[src/rtl/fib_index_finder.sv]
// fib_index_finder: inverse of the Fibonacci unit. Given a value, walks the
// sequence F(0)=1, F(1)=1, F(2)=2, ... one term per clock and reports the
// index N with F(N) == value, using a start/done handshake.
// Optional build macro FIB_FLOOR_EN: on a miss, N reports the floor index
// (last index whose term stayed below value) instead of 0.
module fib_index_finder #(
    parameter int VW = 5,
    parameter int IW = 3
) (
    input  logic          clk,
    input  logic          rst,
    input  logic          start,
    input  logic [VW-1:0] value,
    output logic [IW-1:0] N,
    output logic          found,
    output logic          done,
    output logic          busy
);

    localparam logic STATE_IDLE   = 1'b0;
    localparam logic STATE_SEARCH = 1'b1;

    localparam logic [IW-1:0] MAXIDX  = '1;
    localparam logic [IW-1:0] IDX_ONE = {{(IW-1){1'b0}}, 1'b1};
    localparam logic [VW:0]   TERM_ONE = {{VW{1'b0}}, 1'b1};

    logic          state;
    logic [VW:0]   term_a;
    logic [VW:0]   term_b;
    logic [IW-1:0] idx;
    logic [VW-1:0] value_q;

    logic [VW+1:0] term_sum;
    logic [VW:0]   next_b;
    logic          hit;
    logic          over;
    logic          last;
    logic [IW-1:0] miss_n;

    // Next term with saturation; a saturated term only ever compares as
    // larger than any value, which terminates the search correctly.
    always_comb begin
        term_sum = {1'b0, term_a} + {1'b0, term_b};
        next_b   = term_sum[VW+1] ? '1 : term_sum[VW:0];
        hit      = (term_a == {1'b0, value_q});
        over     = (term_a > {1'b0, value_q});
        last     = (idx == MAXIDX);
`ifdef FIB_FLOOR_EN
        if (over) begin
            miss_n = (idx == '0) ? '0 : (idx - IDX_ONE);
        end else begin
            miss_n = idx;
        end
`else
        miss_n = '0;
`endif
    end

    // Handshake and search FSM: accept in IDLE, one compare per clock in SEARCH.
    always_ff @(posedge clk or negedge rst) begin
        if (!rst) begin
            state   <= STATE_IDLE;
            term_a  <= TERM_ONE;
            term_b  <= TERM_ONE;
            idx     <= '0;
            value_q <= '0;
            N       <= '0;
            found   <= 1'b0;
            done    <= 1'b0;
            busy    <= 1'b0;
        end else begin
            case (state)
                STATE_IDLE: begin
                    if (start) begin
                        value_q <= value;
                        term_a  <= TERM_ONE;
                        term_b  <= TERM_ONE;
                        idx     <= '0;
                        busy    <= 1'b1;
                        done    <= 1'b0;
                        found   <= 1'b0;
                        N       <= '0;
                        state   <= STATE_SEARCH;
                    end
                end
                STATE_SEARCH: begin
                    if (hit) begin
                        N     <= idx;
                        found <= 1'b1;
                        done  <= 1'b1;
                        busy  <= 1'b0;
                        state <= STATE_IDLE;
                    end else if (over || last) begin
                        N     <= miss_n;
                        found <= 1'b0;
                        done  <= 1'b1;
                        busy  <= 1'b0;
                        state <= STATE_IDLE;
                    end else begin
                        term_a <= term_b;
                        term_b <= next_b;
                        idx    <= idx + IDX_ONE;
                    end
                end
                default: begin
                    state <= STATE_IDLE;
                    busy  <= 1'b0;
                end
            endcase
        end
    end

endmodule

[config.mk]
export PLATFORM = sky130hd
export DESIGN_NAME = fib_index_finder
export DESIGN_NICKNAME = d
export VERILOG_FILES = /design/src/rtl/fib_index_finder.sv
export SDC_FILE = /design/constraint.sdc
export NUM_CORES = 1
export LEC_CHECK = 0
export CAP_MARGIN = 5
export CORE_MARGIN = 3
export CORE_UTILIZATION = 50
export CTS_CLUSTER_DIAMETER = 50
export DETAILED_ROUTE_END_ITERATION = 12
export PLACE_DENSITY = 0.71
export SLEW_MARGIN = 20
export SYNTH_ARGS = -nofsm -noshare
export SYNTH_HDL_FRONTEND = slang
export SYNTH_SLANG_ARGS = --single-unit
[constraint.sdc]
create_clock -name clk -period 6 [get_ports clk]
set_clock_uncertainty 0.05 [all_clocks]
set_input_delay 1.2 -clock clk [delete_from_list [all_inputs] [get_ports clk]]
set_output_delay 1.2 -clock clk [all_outputs]
set_load 0.01 [all_outputs]
After elaboration in Yosys (flattened, before gate mapping)
Cells that the tools add are included.
{"block": "classes", "add_sub_neg": 2, "n_lt_le_gt_ge": 1, "eq_ne": 6, "mux": 29, "bitwise_logic": 1, "n_reduce_logical": 4}
{"cell": "6-bit 2-to-1 mux", "n": 6}
{"cell": "6-bit case mux with 2 select lines", "n": 2}
{"cell": "3-bit 2-to-1 mux", "n": 5}
{"cell": "3-bit case mux with 2 select lines", "n": 2}
{"cell": "1-bit 2-to-1 mux", "n": 10}
{"cell": "1-bit case mux with 2 select lines", "n": 4}
{"cell": "6-bit by 6-bit adder with 7-bit output", "n": 1}
{"cell": "6-bit by 5-bit == test with 1-bit output", "n": 1}
{"cell": "6-bit by 5-bit > comparator with 1-bit output", "n": 1}
{"cell": "2-bit != test, second input constant", "n": 3}
{"cell": "2-bit AND reduction", "n": 2}
{"cell": "3-bit by 1-bit adder with 3-bit output, second input constant", "n": 1}
{"cell": "3-bit == test, second input constant", "n": 1}
{"cell": "3-bit by 1-bit != test with 1-bit output, second input constant", "n": 1}
{"cell": "3-bit AND reduction", "n": 1}
{"cell": "1-bit logical OR", "n": 1}
{"cell": "1-bit NOT", "n": 1}
{"block": "totals", "regBits": 27, "in_bits": 8, "output_inout_bits": 6, "wordCells": 52}

Longest topological paths before layout
{"block": "depth", "depth_word": 5, "ltp_mapped": 9, "depth_no_buf": 8}

Least setup slack after synthesis
Ideal clock, no wire load.
{"block": "synth_path", "kind": "flip-flop to flip-flop", "startpoint": "register term_a[0]", "endpoint": "register idx[1]", "setup_ps": 117, "arrival_time_ps": 1819, "required_ps": 5833, "path_slack_ps": 4014, "path_stages_with_launch": 10, "n_path_buf": 2, "period_less_slack_ps": 1986, "path_cell_list": "dfstp_2 > inv_1 > ha_1 > nand2b_4 > a21o_1 > a211o_1 > buf_6 > buf_6 > nand3_1 > nand2_1"}
{"block": "synth_via", "elab_chain_cells": 4, "elab_cells_between_ends": 6, "classes_between": "1 x order compare; 3 x eq/ne; 2 x reduce/logical"}
{"item": "start: declaration", "line": "28", "source": "logic [VW:0] term_a;"}
{"item": "start signal: assignment", "line": "100", "source": "term_a <= term_b;"}
{"item": "6-bit by 5-bit > comparator with 1-bit output", "line": "46", "source": "over = (term_a > {1'b0, value_q});"}
{"item": "1-bit logical OR", "line": "93", "source": "end else if (over || last) begin"}
{"item": "2-bit != test (no source line)"}
{"item": "3-bit AND reduction (no source line) *"}
{"item": "end signal: assignment", "line": "102", "source": "idx <= idx + IDX_ONE;"}
{"item": "end: declaration", "line": "30", "source": "logic [IW-1:0] idx;"}
Every way passes the cells marked *; elsewhere a longest branch is shown, timed or not.
A chain may end at the register's enable or synchronous reset.

Worst setup path in the final report
{"block": "layout_path", "startpoint": "register done", "endpoint": "output port done"}
{"item": "start: declaration", "line": "16", "source": "output logic done,"}
{"item": "start signal: assignment", "line": "69", "source": "done <= 1'b0;"}
{"item": "start signal: assignment", "line": "80", "source": "done <= 1'b0;"}
{"item": "start signal: assignment", "line": "90", "source": "done <= 1'b1;"}
No word-level cell between the ends.

==> run summary <==
Yosys reg bits -> 27
Leak -> 0.813 nW
synthesized area per cell -> 9.67 µm²
most common cell after layout, fill and taps aside -> dfrtp_1
final RePlAce weighted congestion -> 0.780
met3 usage -> 4.10%
Initial Util -> 52.9%
M1 GR Usage -> 21.2%
final hold violations -> 0
Rows -> 19
Worst R2R Path Depth -> 7
TNS Setup -> 0 ns
clock root buffer -> clkbuf_4
Tot Pwr -> 933 µW
CTS Sinks -> 27
worst relative slew slack -> 55.9%
Final period util -> 41.9%
CP max stage cell -> clkdlybuf4s50_1
vias in the first global route -> 1143
CTS tree -> yes
post-detail-place hpwl -> 2190 µm
initial antenna violation count -> 0
grt peak-use layer -> met2
fin nets -> 188
critical-path maximum fanout -> 3
post-cts gate resize count -> 0
P per Cell Area -> 569 nW/µm²
post-route ant nets -> 0
share of layout cells above drive strength 1 -> 7.88%
CP Cell Sequence -> clkdlybuf4s50_1
Max Cap Violations -> 0
via count -> 1144
Synthesized Nets -> 174
HP Class -> register to register
cts hold-fix bufs -> 0
status -> completed
Critical Path Start -> done$_DFFE_PN0P_
CP delay by family, top -> buffers and inverters
Util after Layout -> 58.9%
Inserted Clock Buffers -> 3
Die W -> 60.2 µm
core area -> 2780 µm²
WP data arrival -> 1.26 ns
Area Growth Syn to Fin -> 11.5%
Die Height -> 60.2 µm
Peak VDD IR -> 0.000372 V
Reg clk slew, reported paths -> 0.14 ns
RSZ-0062 raised after global routing -> no
WL final -> 2870 µm
WL/cell -> 14.7 µm
hold path endpoint -> value_q[4]$_DFFE_PN0P_
Yosys cell types -> 28
initial DRC count -> 47
# DRC -> 0
most frequent cells in the layout -> dfrtp_1 (25), nand2_1 (21), a21oi_1 (19)
Netlist Area Pre-Place -> 1470 µm²
worst hold path depth -> 1
Critical R2R Launch -> term_a[0]$_DFFE_PN1P_
Syn Inst Count -> 152
setup bufs post-CTS -> 0
Pre-Repair DR Iteration Count -> 4
CP startpoint kind -> register
input/output buffers -> 13
worst reg2reg endpoint -> term_b[1]$_DFFE_PN0P_
slowest cell delay on critical path -> 0.54 ns
register area share after synthesis -> 46.1%
number of antenna diodes -> 0
Worst-Margin Slew -> 0.659 ns
Setup Viol. Count Final -> 0
crit end category -> output pin
die area -> 3630 µm²
total gr overflow -> 0
htree depth -> 1
Critical Path RT -> 4.75 ns
HP Start -> value_q[4]$_DFFE_PN0P_
Worst R2R Setup Slack -> 3.69 ns
Ys Warns -> 0
I/O pins -> 14
Setup CP Type -> register to output pin
CP Buf/Inv Count -> 1
first-pass GRT wire length -> 4930 µm
pin count of the biggest net entering global routing -> 28
max-slew violations -> 0
GR Util All Layers -> 18.1%
Clock Tree Buf Depth -> 2
Max Fclk -> 0.398 GHz
vias per inst -> 5.84
worst skew pair latency -> 0.32 ns
GR Util met2 -> 33.5%
crit path time final -> 2.51 ns
cells in the mapped netlist (all sizes together):
cell type,instances,area share (%)
inv,12,3.1
o31ai,1,0.51
o21ai,6,2.0
dfrtp,25,43
a21oi,19,6.5
nor2,8,2.0
ha,13,11
a22o,1,0.60
nand3,9,3.1
and4b,1,0.68
a211oi,3,1.5
dfstp,2,3.6
nand2,21,5.4
a211o,4,2.4
xnor2,1,0.60
a21o,2,1.0
nand2b,3,1.8
buf,6,2.8
a31oi,4,1.7
o211ai,1,0.51
fa,1,1.4
nor3,3,1.0
and3,1,0.43
mux2,5,3.8
area by class of cell:
class	count	area, µm²
fill	242	1140
multi-input combinational	107	706
sequential	27	678
timing repair buffer	15	145
inverter	12	45.0
tap	31	38.8
clock buffer	4	26.3
kinds of logic (layout without fill, tap and decap cells):
| family | Yosys count | count (layout) | share of synthesized area, % |
|---|---|---|---|
| flops | 27 | 27 | 46.1 |
| fa+ha+maj | 14 | 14 | 12.4 |
| mux | 5 | 5 | 3.83 |
| xor+xnor | 1 | 1 | 0.596 |
| compound gates | 41 | 41 | 16.8 |
| simple gates | 46 | 46 | 14.4 |
| buf+inv | 18 | 31 | 5.87 |
worst max path at each step:
stage                                  end  slack (ns)  cells after the start
floorplan               idx[1]$_DFFE_PN0P_        4.01                      9
global placement    value_q[3]$_DFFE_PN0P_        3.23                      3
detailed placement  value_q[0]$_DFFE_PN0P_        3.20                      3
CTS                                  found        3.46                      1
global route                          N[2]        3.41                      1
finish                                done        3.49                      1
metal layers:
layer / wire length [µm] / vias to the layer above / share of wire, %
met2: 1530 / 25 / 53
met1: 1200 / 557 / 42
met4: 27 / 0 / 0.94
met3: 116 / 4 / 4.0
met5: 0 / - / 0
li1: - / 558 / -
sequential cells by signal (all words and copies together), names as in the netlist:
name	count
term_a	6
term_b	6
value_q	5
N	3
idx	3
busy	1
done	1
found	1
state	1
stage by stage:
step           worst slack (ns)  std cells  hold slack (ns)  cell area [µm²]
2_1_floorplan              4.01        152            0.415             1470
3_3_place_gp               3.23        192            0.441             1610
3_5_place_dp               3.20        192            0.444             1610
4_1_cts                    3.46        196            0.475             1640
5_1_grt                    3.41        196            0.494             1640
6_report                   3.49        196            0.480             1640
report_power, final:
group / switching, mW / leakage [nW] / internal (mW) / total (mW)
Sequential: 0.0694 / 0.331 / 0.269 / 0.338
Combinational: 0.285 / 0.467 / 0.233 / 0.517
Clock: 0.0519 / 0.0150 / 0.0261 / 0.0779
Total: 0.406 / 0.813 / 0.527 / 0.933
Power figures use the tool's default switching activity.
